$ cat src/rtl/alu_pkg.sv
// Shared definitions for the ALU: opcode encodings and the Karatsuba multiplier state enum.
package alu_pkg;

    localparam logic [2:0] OP_ADD  = 3'b000;
    localparam logic [2:0] OP_SUB  = 3'b001;
    localparam logic [2:0] OP_MUL  = 3'b010;
    localparam logic [2:0] OP_LOAD = 3'b100;
    localparam logic [2:0] OP_STR  = 3'b101;

    typedef enum logic [2:0] {
        KS_IDLE,
        KS_LOAD,
        KS_Z02,
        KS_Z1,
        KS_COMB,
        KS_DONE
    } kar_state_t;

endpackage

$ cat src/rtl/alu_if.sv
// Operation request/result bundle between the core and the ALU.
interface alu_if #(
    parameter int WIDTH = 16
);
    logic             start;
    logic [2:0]       opcode;
    logic [WIDTH-1:0] a;
    logic [WIDTH-1:0] b;
    logic [WIDTH-1:0] result;

    modport master (output start, output opcode, output a, output b, input result);
    modport slave  (input start, input opcode, input a, input b, output result);
endinterface

$ cat src/rtl/alu_karatsuba_mul.sv
// Iterative Karatsuba multiplier: two half-width shift-add units for z0/z2,
// one (WIDTH/2+1)-bit shift-add for the middle term, then a single combine step.
module karatsuba_mul
    import alu_pkg::*;
#(
    parameter int WIDTH = 16
) (
    input  logic               clk,
    input  logic               rst,
    input  logic               go,
    input  logic [WIDTH-1:0]   x,
    input  logic [WIDTH-1:0]   y,
    output logic [2*WIDTH-1:0] prod,
    output logic               done,
    output logic               busy
);
    localparam int HALF  = WIDTH / 2;
    localparam int SW    = HALF + 1;
    localparam int PW    = WIDTH + 2;
    localparam int PRODW = 2 * WIDTH;
    localparam int CW    = $clog2(HALF + 2);

    kar_state_t         state_reg;
    logic [CW-1:0]      cnt_reg;
    logic [WIDTH-1:0]   x_reg;
    logic [WIDTH-1:0]   y_reg;
    logic [PRODW-1:0]   prod_reg;
    logic               done_reg;

    logic [1:0][WIDTH-1:0] z_half;
    logic [SW-1:0]      x_sum;
    logic [SW-1:0]      y_sum;
    logic [PW-1:0]      p_mcand_reg;
    logic [SW-1:0]      p_mplier_reg;
    logic [PW-1:0]      p_acc_reg;
    logic [PW-1:0]      z1;
    logic [PRODW-1:0]   comb_prod;

    // Unit 0 multiplies the low halves (z0), unit 1 the high halves (z2).
    genvar gi;
    generate
        for (gi = 0; gi < 2; gi++) begin : g_half_mul
            logic [WIDTH-1:0] mcand_reg;
            logic [HALF-1:0]  mplier_reg;
            logic [WIDTH-1:0] acc_reg;

            always_ff @(posedge clk) begin
                if (state_reg == KS_LOAD) begin
                    mcand_reg  <= WIDTH'(x_reg[gi*HALF +: HALF]);
                    mplier_reg <= y_reg[gi*HALF +: HALF];
                    acc_reg    <= '0;
                end else if (state_reg == KS_Z02) begin
                    if (mplier_reg[0]) begin
                        acc_reg <= acc_reg + mcand_reg;
                    end
                    mcand_reg  <= mcand_reg << 1;
                    mplier_reg <= mplier_reg >> 1;
                end
            end

            assign z_half[gi] = acc_reg;
        end
    endgenerate

    assign x_sum = SW'(x_reg[HALF-1:0]) + SW'(x_reg[WIDTH-1:HALF]);
    assign y_sum = SW'(y_reg[HALF-1:0]) + SW'(y_reg[WIDTH-1:HALF]);

    always_ff @(posedge clk) begin
        if (state_reg == KS_LOAD) begin
            p_mcand_reg  <= PW'(x_sum);
            p_mplier_reg <= y_sum;
            p_acc_reg    <= '0;
        end else if (state_reg == KS_Z1) begin
            if (p_mplier_reg[0]) begin
                p_acc_reg <= p_acc_reg + p_mcand_reg;
            end
            p_mcand_reg  <= p_mcand_reg << 1;
            p_mplier_reg <= p_mplier_reg >> 1;
        end
    end

    // Middle term is never negative, so PW bits are enough for the subtraction.
    assign z1        = p_acc_reg - PW'(z_half[1]) - PW'(z_half[0]);
    assign comb_prod = {z_half[1], {WIDTH{1'b0}}}
                     + (PRODW'(z1) << HALF)
                     + PRODW'(z_half[0]);

    always_ff @(posedge clk) begin
        if (rst) begin
            state_reg <= KS_IDLE;
            cnt_reg   <= '0;
            done_reg  <= 1'b0;
        end else begin
            done_reg <= 1'b0;
            case (state_reg)
                KS_IDLE: begin
                    if (go) begin
                        x_reg     <= x;
                        y_reg     <= y;
                        state_reg <= KS_LOAD;
                    end
                end
                KS_LOAD: begin
                    cnt_reg   <= '0;
                    state_reg <= KS_Z02;
                end
                KS_Z02: begin
                    if (cnt_reg == CW'(HALF - 1)) begin
                        cnt_reg   <= '0;
                        state_reg <= KS_Z1;
                    end else begin
                        cnt_reg <= cnt_reg + 1'b1;
                    end
                end
                KS_Z1: begin
                    if (cnt_reg == CW'(HALF)) begin
                        cnt_reg   <= '0;
                        state_reg <= KS_COMB;
                    end else begin
                        cnt_reg <= cnt_reg + 1'b1;
                    end
                end
                KS_COMB: begin
                    prod_reg  <= comb_prod;
                    done_reg  <= 1'b1;
                    state_reg <= KS_DONE;
                end
                KS_DONE: begin
                    state_reg <= KS_IDLE;
                end
                default: begin
                    state_reg <= KS_IDLE;
                end
            endcase
        end
    end

    assign prod = prod_reg;
    assign done = done_reg;
    assign busy = (state_reg != KS_IDLE);

endmodule

$ cat src/rtl/alu.sv
// 16-bit datapath ALU: registered single-cycle add/sub/address ops plus an
// iterative multiply whose result lands when the Karatsuba unit signals done.
module alu
    import alu_pkg::*;
#(
    parameter int WIDTH = 16
) (
    input  logic clk,
    input  logic rst,
    alu_if.slave bus
);
    logic               launch;
    logic               kar_go;
    logic               kar_done;
    logic               kar_busy;
    logic [2*WIDTH-1:0] kar_prod;
    logic [WIDTH-1:0]   alu_next;
    logic [WIDTH-1:0]   result_reg;

    always_comb begin
        alu_next = '0;
        case (bus.opcode)
            OP_ADD, OP_LOAD, OP_STR: alu_next = bus.a + bus.b;
            OP_SUB:                  alu_next = bus.a - bus.b;
            default:                 alu_next = '0;
        endcase
    end

    // The multiplier stays busy through its done cycle, so a launch can never
    // collide with the product write-back.
    assign launch = bus.start && !kar_busy;
    assign kar_go = launch && (bus.opcode == OP_MUL);

    karatsuba_mul #(
        .WIDTH(WIDTH)
    ) kar (
        .clk  (clk),
        .rst  (rst),
        .go   (kar_go),
        .x    (bus.a),
        .y    (bus.b),
        .prod (kar_prod),
        .done (kar_done),
        .busy (kar_busy)
    );

    always_ff @(posedge clk) begin
        if (rst) begin
            result_reg <= '0;
        end else if (kar_done) begin
            result_reg <= kar_prod[WIDTH-1:0];
        end else if (launch && (bus.opcode != OP_MUL)) begin
            result_reg <= alu_next;
        end
    end

    assign bus.result = result_reg;

endmodule

$ cat src/flat_wrapper.sv
// flat-port wrapper written by rule: the top's interface ports become plain ports
module alu_flat import alu_pkg::*;
#(
    parameter int WIDTH = 16
)
  (clk, rst, bus_start, bus_opcode, bus_a, bus_b, bus_result);
  alu_if #(.WIDTH(WIDTH)) bus_i ();
  input  logic clk;
  input  logic rst;
  input wire logic [$bits(bus_i.start)-1:0] bus_start;
  input wire logic [$bits(bus_i.opcode)-1:0] bus_opcode;
  input wire logic [$bits(bus_i.a)-1:0] bus_a;
  input wire logic [$bits(bus_i.b)-1:0] bus_b;
  output wire logic [$bits(bus_i.result)-1:0] bus_result;
  assign bus_i.start = bus_start;
  assign bus_i.opcode = bus_opcode;
  assign bus_i.a = bus_a;
  assign bus_i.b = bus_b;
  assign bus_result = bus_i.result;
  alu #(.WIDTH(WIDTH)) u_core (.clk(clk), .rst(rst), .bus(bus_i));
endmodule
$ cat config.mk
export PLATFORM = sky130hd
export DESIGN_NAME = alu_flat
export DESIGN_NICKNAME = d
export VERILOG_FILES = /design/src/rtl/alu_pkg.sv /design/src/rtl/alu_if.sv /design/src/rtl/alu_karatsuba_mul.sv /design/src/rtl/alu.sv /design/src/flat_wrapper.sv
export SDC_FILE = /design/constraint.sdc
export NUM_CORES = 1
export LEC_CHECK = 0
export BUFFER_PORTS_ARGS = -buffer_cell sky130_fd_sc_hd__buf_2
export CORE_ASPECT_RATIO = 1.4
export CORE_MARGIN = 1.5
export CORE_UTILIZATION = 29
export CTS_BUF_LIST = sky130_fd_sc_hd__clkbuf_16
export DETAILED_ROUTE_END_ITERATION = 8
export SLEW_MARGIN = 20
export SYNTH_ARGS = -nofsm -noshare
export SYNTH_HDL_FRONTEND = slang
export SYNTH_SLANG_ARGS = --single-unit
$ cat constraint.sdc
create_clock -name clk -period 4.75 [get_ports clk]
set_input_delay 0.95 -clock clk [delete_from_list [all_inputs] [get_ports clk]]
set_output_delay 0.95 -clock clk [all_outputs]
set_load 0.03 [all_outputs]
==> Word-level counts from Yosys, hierarchy flattened <==
Cells that the tools add are included.
{ "totals": {"ff_bits": 197, "inputBits": 38, "wordCells": 87} }
{ "op_classes": {"add_sub_neg": 12, "bitwise_logic": 1, "mux": 23, "reduce_logical": 18, "eq_ne": 14} }
{ "ops": {"columns": ["op", "count"], "rows": [
  ["$add A16 B16 Y16", 4],
  ["$mux W8", 8],
  ["$mux W9", 4],
  ["$mux W16", 2],
  ["$pmux W16 S2", 1],
  ["$add A18 B18 Y18", 1],
  ["$add A8 B8 Y9", 2],
  ["$add A1 B16 Y16 const A", 1],
  ["$sub A16 B16 Y16", 1],
  ["$sub A8 B8 Y8", 2],
  ["$pmux W3 S5", 1],
  ["$pmux W4 S3", 1],
  ["$eq A3 B2 Y1 const B", 3],
  ["$eq A3 B3 Y1 const B", 3],
  ["$mux W3", 3],
  ["$mux W4", 2],
  ["$reduce_and A2 Y1", 4],
  ["$eq A3 B1 Y1 const B", 2],
  ["$logic_not A3 Y1", 2],
  ["$reduce_and A3 Y1", 2],
  ["$reduce_bool A2 Y1", 3],
  ["$reduce_bool A3 Y1", 2],
  ["$add A4 B1 Y4 const B", 1],
  ["$eq A4 B3 Y1 const B", 1],
  ["other kinds (9)", 12]
]} }

==> Logic depth before layout (Yosys ltp) <==
Gate-level depths: netlist of the first run.
{ "depth": {"word_depth": 6, "ltp_mapped": 16, "mapped_depth_nobuf": 16} }

==> Hierarchy <==
Synthesis of the first run repeated with hierarchy kept, for this count alone.
{ "unflattened": {"cells_unflattened": 1462, "area_unflattened_um2": 13504.2} }
{ "modules_own_cells": {"columns": ["module", "cells_each", "seq_area_each_um2", "n_inst", "area_each_um2"], "rows": [
  ["karatsuba_mul", 1246, 5084.9, 1, 11777.5],
  ["alu", 216, 320.3, 1, 1726.7]
]} }

==> Least setup slack after synthesis of the first run <==
Ideal clock, no wire load.
{ "synth_timing": {"path_type": "input to register", "from": "input port bus_start", "to": "register u_core.kar.x_reg[0] (enable)", "slack_ns": 0.458, "required_ns": 4.282, "path_buffers": 0, "arrival_time_ns": 3.824, "setup_ns": 0.468, "stages": 2, "path_cell_list": "or4b_4 nor3b_1"} }
{ "synth_between": {"elab_chain_cells": 3} }
{ "synth_rtl": {"columns": ["element", "line_no", "rtl"], "rows": [
  ["start, declared", "flat_wrapper.sv:10", "input wire logic [$bits(bus_i.start)-1:0] bus_start;"],
  ["$logic_and A1 B1 Y1", "alu.sv:31", "assign launch = bus.start && !kar_busy;"],
  ["$logic_and A1 B1 Y1", "alu.sv:32", "assign kar_go = launch && (bus.opcode == OP_MUL);"],
  ["$reduce_and A3 Y1 (no source line)", null, null],
  ["end signal, assigned", "alu_karatsuba_mul.sv:98", "x_reg <= x;"],
  ["end, declared", "alu_karatsuba_mul.sv:25", "logic [WIDTH-1:0] x_reg;"]
]} }
No other way between the ends.
A chain may end at the register's enable or synchronous reset.

==> Final worst setup path of the first run <==
{ "layout_timing": {"from": "input port bus_b[4]", "to": "register u_core.result_reg[14] (netlist: u_core.bus.result[14])"} }
{ "layout_between": {"elab_chain_cells": 4, "word_cells_on_any_way": 5} }
{ "layout_rtl": {"columns": ["element", "line_no", "rtl"], "rows": [
  ["start, declared", "flat_wrapper.sv:13", "input wire logic [$bits(bus_i.b)-1:0] bus_b;"],
  ["$sub A16 B16 Y16 / $add A16 B16 Y16 (equally long branches)", "alu.sv:24, alu.sv:23", null],
  ["$pmux W16 S2 (*)", "alu.sv:22", "case (bus.opcode)"],
  ["$mux W16 (*)", "alu.sv:52", "end else if (launch && (bus.opcode != OP_MUL)) begin"],
  ["$mux W16 (*)", "alu.sv:50", "end else if (kar_done) begin"],
  ["end signal, assigned", "alu.sv:51", "result_reg <= kar_prod[WIDTH-1:0];"],
  ["end signal, assigned", "alu.sv:53", "result_reg <= alu_next;"],
  ["end, declared", "alu.sv:18", "logic [WIDTH-1:0] result_reg;"]
]} }
Mark *: on every way between the ends. The rest lies on a longest branch, timed or not. The select of a mux whose other input is x is not followed.

==> results.yml, run 1 <==
yosys:
  synthCells: 1014
  yosys_warnings: 0
  yosysSeqAreaShare_pct: 43.7
  yosys_most_used_dff: "edfxtp_1"
  synth-seq-cells: 161
  syn_area_per_cell_um2: 9.47
  async_flop_share_pct: 0
  yosys.cell_types.count: 65
  synth-edff-count: 97
  synth_fp_nets: 1144
  synth_area_um2: 9600
global_routing:
  antenna_found_initial: 0
  grt-ovfl-total: 0
  grt_max_degree: 72
  grt_pass1_wl_mm: 39.6
  track_usage_pct: 15.4
  first_global_vias: 7255
drt:
  vias_per_cell: 4.95
  antenna_left: 0
  post_drt_wl_per_cell_um: 16.9
  drtIter0Drc: 382
  drt_pass1_iterations: 6
  via_count: 7478
  wirelength_mm: 25.6
  drc: 0
setup_path:
  cp_max_fo: 8
  cp-startpoint: "bus_b[4]"
  timing_worst_setup_path_type: "input port to flip-flop"
  ff2ff_path_depth: 16
  crit_arrival_ps: 4020
  rrSetupSlack_ps: 1070
  cp-end-kind: "flip-flop"
  cp-start-kind: "input port"
  r2r-start: "u_core.kar.g_half_mul[0].acc_reg[0]"
  r2r_end: "u_core.kar.prod[15]"
  cp.required_ps: 5080
floorplan:
  std_cell_rows: 78
  die-area_um2: 34200
  die_y_um: 218
  start_util_pct: 29.5
  core_area_um2: 32500
  pin_count: 54
  die_x_um: 157
power:
  power_mw: 5.70
  ir_drop_mv: 0.384
  cellLeakagePower_nw: 4.31
  power-per-cell-area_nw_per_um2: 519
cts:
  clockBufferDepth: 2
  clock_latency_ps: 440
  cts_setup_buffers: 0
  cts_resized: 0
  hold_buffers: 0
  cts_tree: "done"
  numCtsBuffers: 17
  cts_root_buf: "clkbuf_16"
  clk_pin_slew_ps: 70
  h-tree-depth: 4
  clock-sinks: 161
hold_path:
  min_from: "u_core.kar.g_half_mul[0].mcand_reg[14]"
  hold_depth: 2
  holdPathEnd: "u_core.kar.g_half_mul[0].mcand_reg[15]"
  hold_class: "flip-flop to flip-flop"
layout:
  fillCellCount: 3313
  antennaDiodeCount: 0
  mostFrequentLayoutCells: "nand2_1, edfxtp_1, a21oi_1, ha_1, nor2_1"
  final_cell_area_um2: 11000
  area_growth_pct: 14.4
  drive_gt1_share_pct: 9.98
  fin_nets: 1189
  final_common_cell: "nand2_1"
placement:
  place_congestion: 0.887
  preCtsSetupSlack_ps: 618
  io_buffers: 53
  hpwl_mm: 19.8
  dpl_cell_area_um2: 10400
timing:
  hold_viol_final: 0
  fin_tns_setup_ps: 0
  max_freq_mhz: 271
  clock-skew-final_ps: 9.54
  setup_viol: 0
  tightestPinTransition_ps: 920
  holdWs_ps: 477
  rsz0062_at_grt: "no"
  drv_slew: 0
  period_needed_ps: 3690
  fin_crit_sh_pct: 77.7
  worst_slack_ps: 1060
  slew-limit-headroom_pct: 38.2
run:
  cap_violations: 0
run_status:
  outcome: "finished, final reports clean"
==> stage by stage <==
stage	utilization [%]	std cells
2_1_floorplan	-	1014
3_3_place_gp	31.9	1480
3_5_place_dp	31.9	1480
4_1_cts	33.8	1512
5_1_grt	33.8	1512
6_report	33.8	1512
==> cell families after synthesis <==
family	after synthesis	share of synthesized area, %
flip-flops	161	43.7
AND/OR/NAND/NOR	358	17.4
buffers and inverters	95	3.83
multiplexers	5	0.521
XOR/XNOR	56	5.11
AO/OA/AOI/OAI	247	16.3
adder cells (fa/ha/maj)	92	13.1
==> cell usage after synthesis, types with 3 or more instances <==
cell type | count | area (µm²)
a211o_1 | 3 | 26.3
dfxtp_1 | 64 | 1280
a221oi_1 | 3 | 26.3
xnor2_1 | 39 | 342
nand3b_1 | 5 | 37.5
ha_1 | 78 | 976
o31ai_1 | 11 | 82.6
o21ai_0 | 51 | 255
and2_1 | 9 | 56.3
a222oi_1 | 3 | 30.0
o2111ai_1 | 3 | 26.3
mux2i_1 | 5 | 50.1
nor4b_1 | 7 | 61.3
nand3_1 | 21 | 105
o22ai_1 | 6 | 37.5
a2111oi_0 | 3 | 26.3
nor4_1 | 5 | 31.3
o211ai_1 | 3 | 22.5
nor2b_1 | 20 | 125
nand2_1 | 161 | 604
xor2_1 | 17 | 149
inv_1 | 58 | 218
a211oi_1 | 10 | 75.1
buf_2 | 3 | 15.0
or3_1 | 5 | 31.3
a22oi_1 | 11 | 82.6
a21oi_1 | 81 | 405
fa_1 | 14 | 280
edfxtp_1 | 97 | 2910
a31oi_1 | 4 | 25.0
o21a_1 | 15 | 113
clkbuf_1 | 31 | 116
o21bai_1 | 7 | 52.6
nor2_1 | 69 | 259
nor3b_1 | 8 | 60.1
o31a_1 | 4 | 35.0
a21o_1 | 13 | 97.6
nor3_1 | 27 | 135
nand2b_1 | 6 | 37.5
==> where the power goes <==
group	internal (mW)	switching [mW]
Clock	0.832	0.603
Combinational	1.02	1.39
Sequential	1.71	0.146
==> critical path, cell delays in order <==
cell and delay, ps:
buf_2 130, nor4_1 330, nand2_1 140, or4b_2 660, o31ai_1 270, xor2_1 120
ha_1 470, nand2_1 130, a2111oi_0 470, nor2_1 100, a211o_1 230
==> area by class of cell <==
class,instances,area [µm²],area share (%)
Timing Repair Buffer,63,353,3.21
Multi-Input combinational cell,758,5060,46.1
Clock inverter,15,181,1.65
Tap cell,440,551,5.01
Clock buffer,17,425,3.87
Inverter,58,218,1.98
Sequential cell,161,4190,38.2
==> worst max-delay path by stage <==
| stage | end | slack (ps) |
|---|---|---|
| after floorplan | u_core.kar.x_reg[0] | 460 |
| after global placement | u_core.bus.result[14] | 670 |
| after detailed placement | u_core.bus.result[14] | 620 |
| after CTS | u_core.bus.result[14] | 1070 |
| after global routing | u_core.bus.result[14] | 780 |
| final | u_core.bus.result[14] | 1060 |
==> layer usage <==
metal	wire length (µm)	vias up	GRT usage [%]	part of all wire, %
met4	874	0	7.17	3.4
met3	691	36	2.08	2.7
met1	10400	3562	17.4	41
li1	-	3724	-	-
met5	0	-	0	0
met2	13600	156	28.3	53
Note: power is estimated with default switching activity, not from simulation.
==> inputs of run 2 (changes only) <==
Clock period 4.75 ns to 3 ns, I/O delays scaled along.
==> run 2 against run 1 <==
  * The run now ends with negative setup slack left
  * Sequential power increased by 56%
  * Via count increased by 5.4%
  * Power increased by 87%
  * Clock skew decreased by 2.8 ps
  * Design area increased by 9.1%
  * Critical path type is now flip-flop to flip-flop
  * Largest power group unchanged
==> results.yml, run 2 (synthesized netlist as in run 1, its figures left out) <==
run_status:
  outcome: "finished, violations left"
  failed_checks: "negative setup slack"
layout:
  antennaDiodeCount: 0
  area_growth_pct: 24.8
  fin_nets: 1278
  drive_gt1_share_pct: 20.2
  final_cell_count_no_fill: 1601
  final_common_cell: "nand2_1"
  mostFrequentLayoutCells: "nand2_1, edfxtp_1, buf_4, ha_1, a21oi_1"
global_routing:
  grt_max_degree: 70
  grt-ovfl-total: 0
  antenna_found_initial: 0
  first_global_vias: 7604
  grt_pass1_wl_mm: 41.6
  track_usage_pct: 16.1
floorplan:
  die_y_um: 218
  std_cell_rows: 78
  core_area_um2: 32500
  die-area_um2: 34200
  die_x_um: 157
  start_util_pct: 29.5
  pin_count: 54
timing:
  max_freq_mhz: 295
  fin_crit_sh_pct: 113
  slew-limit-headroom_pct: 51.9
  worst_slack_ps: -391
  holdWs_ps: 365
  hold_viol_final: 0
  drv_slew: 0
  rsz0062_at_grt: "yes"
  setup_viol: 2
  tightestPinTransition_ps: 722
  clock-skew-final_ps: 6.78
  period_needed_ps: 3390
cts:
  clock-sinks: 161
  cts_tree: "done"
  h-tree-depth: 4
  cts_root_buf: "clkbuf_16"
  clock_latency_ps: 440
  clockBufferDepth: 2
  hold_buffers: 0
  clk_pin_slew_ps: 60
  numCtsBuffers: 17
setup_path:
  timing_worst_setup_path_type: "flip-flop to flip-flop"
  cp_max_fo: 2
  cp-end-kind: "flip-flop"
  cp-start-kind: "flip-flop"
  crit_arrival_ps: 3560
  cp.required_ps: 3170
drt:
  drt_pass1_iterations: 5
  antenna_left: 0
  post_drt_wl_per_cell_um: 16.9
  wirelength_mm: 27.1
  drc: 0
  vias_per_cell: 4.92
  drtIter0Drc: 503
  via_count: 7881
placement:
  place_congestion: 0.900
  dp.cells: 1566
  hpwl_mm: 20.7
  preCtsSetupSlack_ps: -571
  io_buffers: 53
power:
  ir_drop_mv: 0.878
  power-per-cell-area_nw_per_um2: 891
  cellLeakagePower_nw: 4.84
hold_path:
  hold_class: "input port to flip-flop"
run:
  cap_violations: 0
run 2: metrics by stage:
stage          setup TNS (ps)  instance area (µm²)  total power, mW  util [%]
3_5_place_dp            -3570                11100             7.26      34.2
4_1_cts                  -319                11800             9.86      36.3
5_1_grt                  -679                12000             11.3      36.9
6_report                 -392                12000             10.7      36.9
2_1_floorplan           -48.4                 9670             5.77         -
3_3_place_gp            -2950                11100             7.25      34.2
run 2: area by class of cell:
class,count,area [µm²]
Multi-Input combinational cell,758,5340
Tap cell,440,551
Fill cell,3213,20500
Timing Repair Buffer,152,1050
Clock inverter,14,183
Clock buffer,18,450
Inverter,58,218
Sequential cell,161,4200
run 2: metal layers:
metal,part of all wire (%),global-route usage [%],vias up
met5,0,0,-
met4,4.0,8.03,0
met3,2.4,2.22,48
met2,52,28.7,141
met1,42,18.7,3785
li1,-,-,3907
run 2: what timing repair did:
action                                  CTS  global route
pin swaps                                 5            16
endpoints found under the setup margin    4             8
gates cloned                              0             0
gates resized for setup                   9            33
setup buffers                             1             4
run 2: worst max-delay path, cell delays in order (launching register included):
cell	delay [ps]
dfxtp_2	340
inv_2	40
fa_2	580
inv_2	50
ha_4	140
o21a_1	170
o21a_1	170
o21ai_1	140
nand2b_1	100
a21oi_2	200
xnor2_2	90
ha_1	340
or2_4	240
a21oi_2	130
a21oi_2	60
xnor2_2	170
xnor2_2	170
run 2: power breakdown:
part / leakage [nW] / total [mW] / internal [mW] / switching (mW)
Combinational: 3.12 / 5.42 / 2.61 / 2.81
Sequential: 1.40 / 2.90 / 2.71 / 0.195
Clock: 0.309 / 2.36 / 1.44 / 0.921
Total: 4.84 / 10.7 / 6.76 / 3.92
run 2: worst paths after layout:
path                                                       endpoint  slack [ps]                                start  depth (start not counted)
worst min register to register  u_core.kar.g_half_mul[1].acc_reg[4]         480  u_core.kar.g_half_mul[1].acc_reg[4]                          2
worst max register to register                  u_core.kar.prod[15]        -390  u_core.kar.g_half_mul[0].acc_reg[0]                         16
worst max-delay path                            u_core.kar.prod[15]        -390  u_core.kar.g_half_mul[0].acc_reg[0]                         16
worst min-delay path                           u_core.kar.y_reg[15]         360                            bus_b[15]                          1
